===== src/rtl/pipelined_control_unit_if.sv =====
// ID-side and datapath-side control bundle of the pipelined control unit.
// master = fetch/ID + datapath side, slave = the control unit.
interface pipelined_control_unit_if #(
    parameter int unsigned REG_AW  = 5,
    parameter int unsigned ALUOP_W = 3
);
    logic               id_valid;
    logic [5:0]         id_opcode;
    logic [5:0]         id_func;
    logic [REG_AW-1:0]  id_rs;
    logic [REG_AW-1:0]  id_rt;
    logic [REG_AW-1:0]  id_rd;
    logic               flush;
    logic               stall;
    logic               ex_valid;
    logic               ex_branch;
    logic               ex_alusrc1;
    logic [ALUOP_W-1:0] ex_aluop;
    logic [1:0]         ex_alusrc2;
    logic [1:0]         ex_jump;
    logic               mem_valid;
    logic               mem_read;
    logic               mem_write;
    logic               mem_byte;
    logic               wb_valid;
    logic               wb_regwrite;
    logic [REG_AW-1:0]  wb_dest;
    logic               illegal;

    modport master (
        output id_valid, id_opcode, id_func, id_rs, id_rt, id_rd, flush,
        input  stall, ex_valid, ex_branch, ex_alusrc1, ex_aluop, ex_alusrc2, ex_jump,
               mem_valid, mem_read, mem_write, mem_byte,
               wb_valid, wb_regwrite, wb_dest, illegal
    );

    modport slave (
        input  id_valid, id_opcode, id_func, id_rs, id_rt, id_rd, flush,
        output stall, ex_valid, ex_branch, ex_alusrc1, ex_aluop, ex_alusrc2, ex_jump,
               mem_valid, mem_read, mem_write, mem_byte,
               wb_valid, wb_regwrite, wb_dest, illegal
    );
endinterface


===== src/rtl/pipelined_control_unit.sv =====
// Pipelined control unit: ID decode, ID/EX, EX/MEM, MEM/WB control registers.
// Optional load-use stall generation enabled by defining HAZARD_DETECT_EN.
module pipelined_control_unit #(
    parameter int unsigned REG_AW  = 5,
    parameter int unsigned ALUOP_W = 3,
    parameter int unsigned RA_IDX  = 31
) (
    input  logic clk,
    input  logic rst,
    pipelined_control_unit_if.slave bus
);
    logic               w_branch;
    logic               w_alusrc1;
    logic [ALUOP_W-1:0] w_aluop;
    logic [1:0]         w_alusrc2;
    logic [1:0]         w_jump;
    logic               w_mem_read;
    logic               w_mem_write;
    logic               w_mem_byte;
    logic               w_regwrite;
    logic [REG_AW-1:0]  w_dest;
    logic               w_illegal;
    logic               w_reads_rt;
    logic               w_stall;
    logic               w_bubble;

    logic               r_ex_valid;
    logic               r_ex_branch;
    logic               r_ex_alusrc1;
    logic [ALUOP_W-1:0] r_ex_aluop;
    logic [1:0]         r_ex_alusrc2;
    logic [1:0]         r_ex_jump;
    logic               r_ex_mem_read;
    logic               r_ex_mem_write;
    logic               r_ex_mem_byte;
    logic               r_ex_regwrite;
    logic [REG_AW-1:0]  r_ex_dest;
    logic               r_ex_illegal;

    logic               r_mem_valid;
    logic               r_mem_read;
    logic               r_mem_write;
    logic               r_mem_byte;
    logic               r_mem_regwrite;
    logic [REG_AW-1:0]  r_mem_dest;

    logic               r_wb_valid;
    logic               r_wb_regwrite;
    logic [REG_AW-1:0]  r_wb_dest;

    // ID-stage decode of opcode/func into the full control word
    always_comb begin
        w_branch    = 1'b0;
        w_alusrc1   = 1'b1;
        w_aluop     = '0;
        w_alusrc2   = 2'b00;
        w_jump      = 2'b00;
        w_mem_read  = 1'b0;
        w_mem_write = 1'b0;
        w_mem_byte  = 1'b0;
        w_regwrite  = 1'b0;
        w_dest      = '0;
        w_illegal   = 1'b0;
        w_reads_rt  = 1'b0;
        case (bus.id_opcode)
            6'h03: begin
                w_reads_rt = 1'b1;
                w_regwrite = 1'b1;
                w_dest     = bus.id_rd;
                case (bus.id_func)
                    6'h08: begin
                        w_jump     = 2'b10;
                        w_regwrite = 1'b0;
                    end
                    6'h21: begin
                        w_dest     = bus.id_rt;
                        w_mem_read = 1'b1;
                    end
                    6'h13: begin
                        w_mem_write = 1'b1;
                        w_regwrite  = 1'b0;
                    end
                    default: ;
                endcase
            end
            6'h02: w_jump = 2'b01;
            6'h07: begin
                w_jump     = 2'b01;
                w_regwrite = 1'b1;
                w_dest     = REG_AW'(RA_IDX);
                w_alusrc1  = 1'b0;
                w_alusrc2  = 2'b10;
                w_aluop    = ALUOP_W'(1);
            end
            6'h09, 6'h0c, 6'h0e, 6'h0f: begin
                w_regwrite = 1'b1;
                w_dest     = bus.id_rt;
                w_alusrc2  = 2'b01;
                case (bus.id_opcode)
                    6'h09:   w_aluop = ALUOP_W'(1);
                    6'h0c:   w_aluop = ALUOP_W'(3);
                    6'h0e:   w_aluop = ALUOP_W'(4);
                    default: w_aluop = ALUOP_W'(5);
                endcase
            end
            6'h04, 6'h05: begin
                w_reads_rt = 1'b1;
                w_branch   = 1'b1;
                w_aluop    = ALUOP_W'(2);
            end
            6'h12, 6'h22: begin
                w_aluop    = ALUOP_W'(1);
                w_alusrc2  = 2'b01;
                w_regwrite = 1'b1;
                w_dest     = bus.id_rt;
                w_mem_read = 1'b1;
                w_mem_byte = (bus.id_opcode == 6'h22);
            end
            6'h2b, 6'h28: begin
                w_reads_rt  = 1'b1;
                w_aluop     = ALUOP_W'(1);
                w_alusrc2   = 2'b01;
                w_mem_write = 1'b1;
                w_mem_byte  = (bus.id_opcode == 6'h28);
            end
            default: begin
                w_alusrc1 = 1'b0;
                w_illegal = 1'b1;
            end
        endcase
    end

`ifdef HAZARD_DETECT_EN
    // Load in EX whose destination is consumed by the instruction in ID
    assign w_stall = !rst && bus.id_valid && r_ex_valid && r_ex_mem_read &&
                     (r_ex_dest != '0) &&
                     ((r_ex_dest == bus.id_rs) || (w_reads_rt && (r_ex_dest == bus.id_rt)));
`else
    logic w_unused_hazard;
    assign w_unused_hazard = &{1'b0, w_reads_rt, bus.id_rs, bus.id_rt};
    assign w_stall         = 1'b0;
`endif

    assign w_bubble = !bus.id_valid || bus.flush || w_stall;

    always_ff @(posedge clk) begin
        if (rst) begin
            r_ex_valid     <= 1'b0;
            r_ex_branch    <= 1'b0;
            r_ex_alusrc1   <= 1'b0;
            r_ex_aluop     <= '0;
            r_ex_alusrc2   <= 2'b00;
            r_ex_jump      <= 2'b00;
            r_ex_mem_read  <= 1'b0;
            r_ex_mem_write <= 1'b0;
            r_ex_mem_byte  <= 1'b0;
            r_ex_regwrite  <= 1'b0;
            r_ex_dest      <= '0;
            r_ex_illegal   <= 1'b0;
            r_mem_valid    <= 1'b0;
            r_mem_read     <= 1'b0;
            r_mem_write    <= 1'b0;
            r_mem_byte     <= 1'b0;
            r_mem_regwrite <= 1'b0;
            r_mem_dest     <= '0;
            r_wb_valid     <= 1'b0;
            r_wb_regwrite  <= 1'b0;
            r_wb_dest      <= '0;
        end else begin
            if (w_bubble) begin
                r_ex_valid     <= 1'b0;
                r_ex_branch    <= 1'b0;
                r_ex_alusrc1   <= 1'b0;
                r_ex_aluop     <= '0;
                r_ex_alusrc2   <= 2'b00;
                r_ex_jump      <= 2'b00;
                r_ex_mem_read  <= 1'b0;
                r_ex_mem_write <= 1'b0;
                r_ex_mem_byte  <= 1'b0;
                r_ex_regwrite  <= 1'b0;
                r_ex_dest      <= '0;
                r_ex_illegal   <= 1'b0;
            end else begin
                r_ex_valid     <= 1'b1;
                r_ex_branch    <= w_branch;
                r_ex_alusrc1   <= w_alusrc1;
                r_ex_aluop     <= w_aluop;
                r_ex_alusrc2   <= w_alusrc2;
                r_ex_jump      <= w_jump;
                r_ex_mem_read  <= w_mem_read;
                r_ex_mem_write <= w_mem_write;
                r_ex_mem_byte  <= w_mem_byte;
                r_ex_regwrite  <= w_regwrite;
                r_ex_dest      <= w_dest;
                r_ex_illegal   <= w_illegal;
            end
            // MEM and WB always advance
            r_mem_valid    <= r_ex_valid;
            r_mem_read     <= r_ex_mem_read;
            r_mem_write    <= r_ex_mem_write;
            r_mem_byte     <= r_ex_mem_byte;
            r_mem_regwrite <= r_ex_regwrite;
            r_mem_dest     <= r_ex_dest;
            r_wb_valid     <= r_mem_valid;
            r_wb_regwrite  <= r_mem_regwrite;
            r_wb_dest      <= r_mem_dest;
        end
    end

    assign bus.stall       = w_stall;
    assign bus.ex_valid    = r_ex_valid;
    assign bus.ex_branch   = r_ex_branch;
    assign bus.ex_alusrc1  = r_ex_alusrc1;
    assign bus.ex_aluop    = r_ex_aluop;
    assign bus.ex_alusrc2  = r_ex_alusrc2;
    assign bus.ex_jump     = r_ex_jump;
    assign bus.illegal     = r_ex_illegal;
    assign bus.mem_valid   = r_mem_valid;
    assign bus.mem_read    = r_mem_read;
    assign bus.mem_write   = r_mem_write;
    assign bus.mem_byte    = r_mem_byte;
    assign bus.wb_valid    = r_wb_valid;
    assign bus.wb_regwrite = r_wb_regwrite;
    assign bus.wb_dest     = r_wb_dest;
endmodule


===== src/flat_wrapper.sv =====
// flat-port wrapper written by rule: the top's interface ports become plain ports
module pipelined_control_unit_flat 
#(
    parameter int unsigned REG_AW  = 5,
    parameter int unsigned ALUOP_W = 3,
    parameter int unsigned RA_IDX  = 31
)
  (clk, rst, bus_id_valid, bus_id_opcode, bus_id_func, bus_id_rs, bus_id_rt, bus_id_rd, bus_flush, bus_stall, bus_ex_valid, bus_ex_branch, bus_ex_alusrc1, bus_ex_aluop, bus_ex_alusrc2, bus_ex_jump, bus_mem_valid, bus_mem_read, bus_mem_write, bus_mem_byte, bus_wb_valid, bus_wb_regwrite, bus_wb_dest, bus_illegal);
  pipelined_control_unit_if #(.REG_AW(REG_AW), .ALUOP_W(ALUOP_W)) bus_i ();
  input  logic clk;
  input  logic rst;
  input wire logic [$bits(bus_i.id_valid)-1:0] bus_id_valid;
  input wire logic [$bits(bus_i.id_opcode)-1:0] bus_id_opcode;
  input wire logic [$bits(bus_i.id_func)-1:0] bus_id_func;
  input wire logic [$bits(bus_i.id_rs)-1:0] bus_id_rs;
  input wire logic [$bits(bus_i.id_rt)-1:0] bus_id_rt;
  input wire logic [$bits(bus_i.id_rd)-1:0] bus_id_rd;
  input wire logic [$bits(bus_i.flush)-1:0] bus_flush;
  output wire logic [$bits(bus_i.stall)-1:0] bus_stall;
  output wire logic [$bits(bus_i.ex_valid)-1:0] bus_ex_valid;
  output wire logic [$bits(bus_i.ex_branch)-1:0] bus_ex_branch;
  output wire logic [$bits(bus_i.ex_alusrc1)-1:0] bus_ex_alusrc1;
  output wire logic [$bits(bus_i.ex_aluop)-1:0] bus_ex_aluop;
  output wire logic [$bits(bus_i.ex_alusrc2)-1:0] bus_ex_alusrc2;
  output wire logic [$bits(bus_i.ex_jump)-1:0] bus_ex_jump;
  output wire logic [$bits(bus_i.mem_valid)-1:0] bus_mem_valid;
  output wire logic [$bits(bus_i.mem_read)-1:0] bus_mem_read;
  output wire logic [$bits(bus_i.mem_write)-1:0] bus_mem_write;
  output wire logic [$bits(bus_i.mem_byte)-1:0] bus_mem_byte;
  output wire logic [$bits(bus_i.wb_valid)-1:0] bus_wb_valid;
  output wire logic [$bits(bus_i.wb_regwrite)-1:0] bus_wb_regwrite;
  output wire logic [$bits(bus_i.wb_dest)-1:0] bus_wb_dest;
  output wire logic [$bits(bus_i.illegal)-1:0] bus_illegal;
  assign bus_i.id_valid = bus_id_valid;
  assign bus_i.id_opcode = bus_id_opcode;
  assign bus_i.id_func = bus_id_func;
  assign bus_i.id_rs = bus_id_rs;
  assign bus_i.id_rt = bus_id_rt;
  assign bus_i.id_rd = bus_id_rd;
  assign bus_i.flush = bus_flush;
  assign bus_stall = bus_i.stall;
  assign bus_ex_valid = bus_i.ex_valid;
  assign bus_ex_branch = bus_i.ex_branch;
  assign bus_ex_alusrc1 = bus_i.ex_alusrc1;
  assign bus_ex_aluop = bus_i.ex_aluop;
  assign bus_ex_alusrc2 = bus_i.ex_alusrc2;
  assign bus_ex_jump = bus_i.ex_jump;
  assign bus_mem_valid = bus_i.mem_valid;
  assign bus_mem_read = bus_i.mem_read;
  assign bus_mem_write = bus_i.mem_write;
  assign bus_mem_byte = bus_i.mem_byte;
  assign bus_wb_valid = bus_i.wb_valid;
  assign bus_wb_regwrite = bus_i.wb_regwrite;
  assign bus_wb_dest = bus_i.wb_dest;
  assign bus_illegal = bus_i.illegal;
  pipelined_control_unit #(.REG_AW(REG_AW), .ALUOP_W(ALUOP_W), .RA_IDX(RA_IDX)) u_core (.clk(clk), .rst(rst), .bus(bus_i));
endmodule

===== config.mk =====
export PLATFORM = sky130hd
export DESIGN_NAME = pipelined_control_unit_flat
export DESIGN_NICKNAME = d
export VERILOG_FILES = /design/src/rtl/pipelined_control_unit_if.sv /design/src/rtl/pipelined_control_unit.sv /design/src/flat_wrapper.sv
export SDC_FILE = /design/constraint.sdc
export NUM_CORES = 1
export LEC_CHECK = 0
export ABC_CLOCK_PERIOD_IN_PS = 1100
export CAP_MARGIN = 30
export CORE_MARGIN = 1
export CORE_UTILIZATION = 43
export CTS_BUF_LIST = sky130_fd_sc_hd__clkbuf_8
export CTS_CLUSTER_DIAMETER = 200
export CTS_CLUSTER_SIZE = 16
export DETAILED_ROUTE_END_ITERATION = 10
export PLACE_DENSITY = 0.86
export SKIP_LAST_GASP = 1
export SYNTH_ARGS = -nofsm -noshare
export SYNTH_HDL_FRONTEND = slang
export SYNTH_SLANG_ARGS = --single-unit

===== constraint.sdc =====
create_clock -name clk -period 1.1 [get_ports clk]
set_input_delay 0.11 -clock clk [delete_from_list [all_inputs] [get_ports clk]]
set_output_delay 0.11 -clock clk [all_outputs]
set_load 0.05 [all_outputs]

==> results.txt <==
worst skew pair latency: 0.29 ns
Max Fclk: 901.2 MHz
Max Slew Vio Count: 0
DRT antenna net count: 0
Worst Path Max Fanout: 2
setup_tns: -0.009631 ns
ANT cells: 0
drt total wl: 4569 um
cell row count: 22
Vias/cell: 5.364
worst ir drop on vdd: 0.0005867 V
combinational power share: 18.7%
CP startpoint kind: input pin
drt pass-1 iters: 4
Synth area leader: dfxtp_1
synth warn: 0
CTS HTree Levels: 2
final hold vios: 0
setup ws final: -0.009631 ns
Die Ht: 64.16 um
static leakage: 1.105 nW
Psw: 0.0007442 W
total grt overflow: 0
most frequent cell after synthesis: dfxtp_1
Initial Util: 45.05%
root buf cell: clkbuf_8
number of global-route vias before repair: 1564
prevailing post-synth register cell: dfxtp_1
WL/cell: 15.38 um
share of cells above drive strength 1: 41.77%
Int Power: 0.002034 W
syn nets: 206
# nets final: 279
overall power: 0.002779 W
Worst path slowest cell: clkdlybuf4s50_1
Chip Width: 64.16 um
core area: 0.003689 mm2
Hold-fix buffers, CTS: 0
Final min period: 1.110 ns
pwr dens: 980.9 mW/mm2
clock net sink count: 37
final routed DRC violation total: 0
number of synthesized flops with an enable pin: 0
Syn Area/Cell: 9.495 um2
switching part of the total: 26.78%
Via Count: 1593
die area: 0.004117 mm2
RD Place Congestion: 0.9392
initial antenna violation count: 0
Place WS: -0.6550 ns
# fillers: 229
Post-Syn Instances: 175
IO buf count: 47
I/O Pins: 54
CTS tree: done
failing checks: negative setup slack
Hold Path Depth: 3
Max Cap Viol: 0
mapped cell area: 0.001662 mm2
FF-to-FF setup slack: 0.49 ns
DRT iter0 DRCs: 72
Area contributors post-synth: dfxtp_1, nor2b_1, a31oi_1
Fin Hold WS: 0.2061 ns
status: complete, but fails checks
utilization after layout: 76.80%
Flop pwr share: 48.9%
largest net degree at the start of global routing: 18
critical path class: in2reg
Final Cycle Share: 100.9%
crit-path max cell delay: 0.47 ns
Longest Clk Path Bufs: 2
crit path cell chain: clkdlybuf4s50_1 -> nand4b_1 -> a211oi_4 -> o31ai_2 -> a31oi_1
Synth async-reset ratio: 0%
post-synthesis sequential area ratio: 44.58%
Num CTS Buffers: 5
area share of the largest cell type after synthesis: 44.58%
class of the worst hold path: in2reg
DP HPWL: 3076 um
crit path from: bus_id_rd[0]
CP Capture Type: register
WP data required: 1.30 ns
GRT Total Usage: 22.78%
first-pass GRT wire length: 7162 um
Register-to-Register Path Depth: 1
synthesized flop and latch total: 37
final setup fails: 1
top cells by count, synth: dfxtp_1, nor2b_1, nor2_1, a31oi_1, nand2_1
Arr. time, crit path: 1.31 ns
clk slew on worst S/H paths: 0.07 ns
Clock Power Share: 32.5%
Final Skew: 0.003683 ns
synth unique cells: 49
RR Startpoint: u_core.bus.mem_valid
Area Overhead vs Synth: 70.48%
worst min-delay path startpoint: bus_id_opcode[0]
[worst paths after layout]
path | end
max | u_core.r_ex_dest[0]
min | u_core.bus.ex_alusrc2[1]
max reg2reg | u_core.bus.wb_valid
min reg2reg | u_core.bus.mem_read
[power by group through the flow]
stage	clock, W	combinational, W	sequential (W)
floorplan	0	0.000218	0.00141
global placement	0	0.000456	0.00139
detailed placement	0	0.000465	0.00139
CTS	0.000903	0.000493	0.00136
global route	0.000989	0.000551	0.00136
finish	0.000902	0.000518	0.00136
[stage by stage]
step                std cells  instance area (um2)
floorplan                 175                 1714
global placement          284                 2570
detailed placement        284                 2570
CTS                       296                 2791
global route              297                 2833
finish                    297                 2833
[cell type report]
| cell class | instances | area, um2 | share of cell area, % |
|---|---|---|---|
| Multi-Input combinational cell | 120 | 1002 | 35.38 |
| Clock inverter | 3 | 13.76 | 0.4859 |
| Clock buffer | 5 | 68.82 | 2.429 |
| Inverter | 3 | 15.01 | 0.5300 |
| Timing Repair Buffer | 81 | 932.1 | 32.91 |
| Tap cell | 48 | 60.06 | 2.120 |
| Sequential cell | 37 | 740.7 | 26.15 |
[per-layer routing]
metal | global-route usage (%) | routed length, um | vias up
met5 | 0 | 0 | -
met4 | 12.22 | 139 | 0
met3 | 4.286 | 198 | 11
met2 | 40.96 | 2447 | 67
met1 | 25.14 | 1784 | 750
li1 | - | - | 765
[cell families (layout without fill, tap and decap cells)]
logic type / Yosys count / count (layout) / share of synthesized area, %
simple gates: 78 / 78 / 30.12
buf+inv: 18 / 92 / 7.002
xor+xnor: 5 / 5 / 2.635
compound gates: 36 / 36 / 15.44
flops: 37 / 37 / 44.58
other cells: 1 / 1 / 0.2257
[layout by cell type, fill, tap and decap left out, types with 4 or more instances in the layout]
master	n
a21oi_1	4
a31oi_1	7
buf_12	23
buf_2	6
buf_4	27
buf_6	6
clkbuf_8	5
clkdlybuf4s50_1	10
dfxtp_1	37
dlygate4sd2_1	5
nand2_1	7
nand4b_1	4
nor2_1	13
nor2b_1	19
o31ai_2	4
[sequential cells by signal (all words and copies together) (netlist names), 2 cells and up]
name	cells
u_core.r_mem_dest	5
u_core.r_ex_dest	5
u_core.bus.wb_dest	5
u_core.bus.ex_jump	2
u_core.bus.ex_aluop	3
u_core.bus.ex_alusrc2	2
[what timing repair did]
item                                    CTS  global route
pin swaps                                14            11
gates resized for setup                  53            22
buffers inserted                          4             1
endpoints found under the setup margin   18            12
[critical path, delay by kind of cell]
family,cells,cell delay (ns)
compound gates,3,0.57
buf+inv,1,0.47
simple gates,1,0.16
Power figures use the tool's default switching activity.
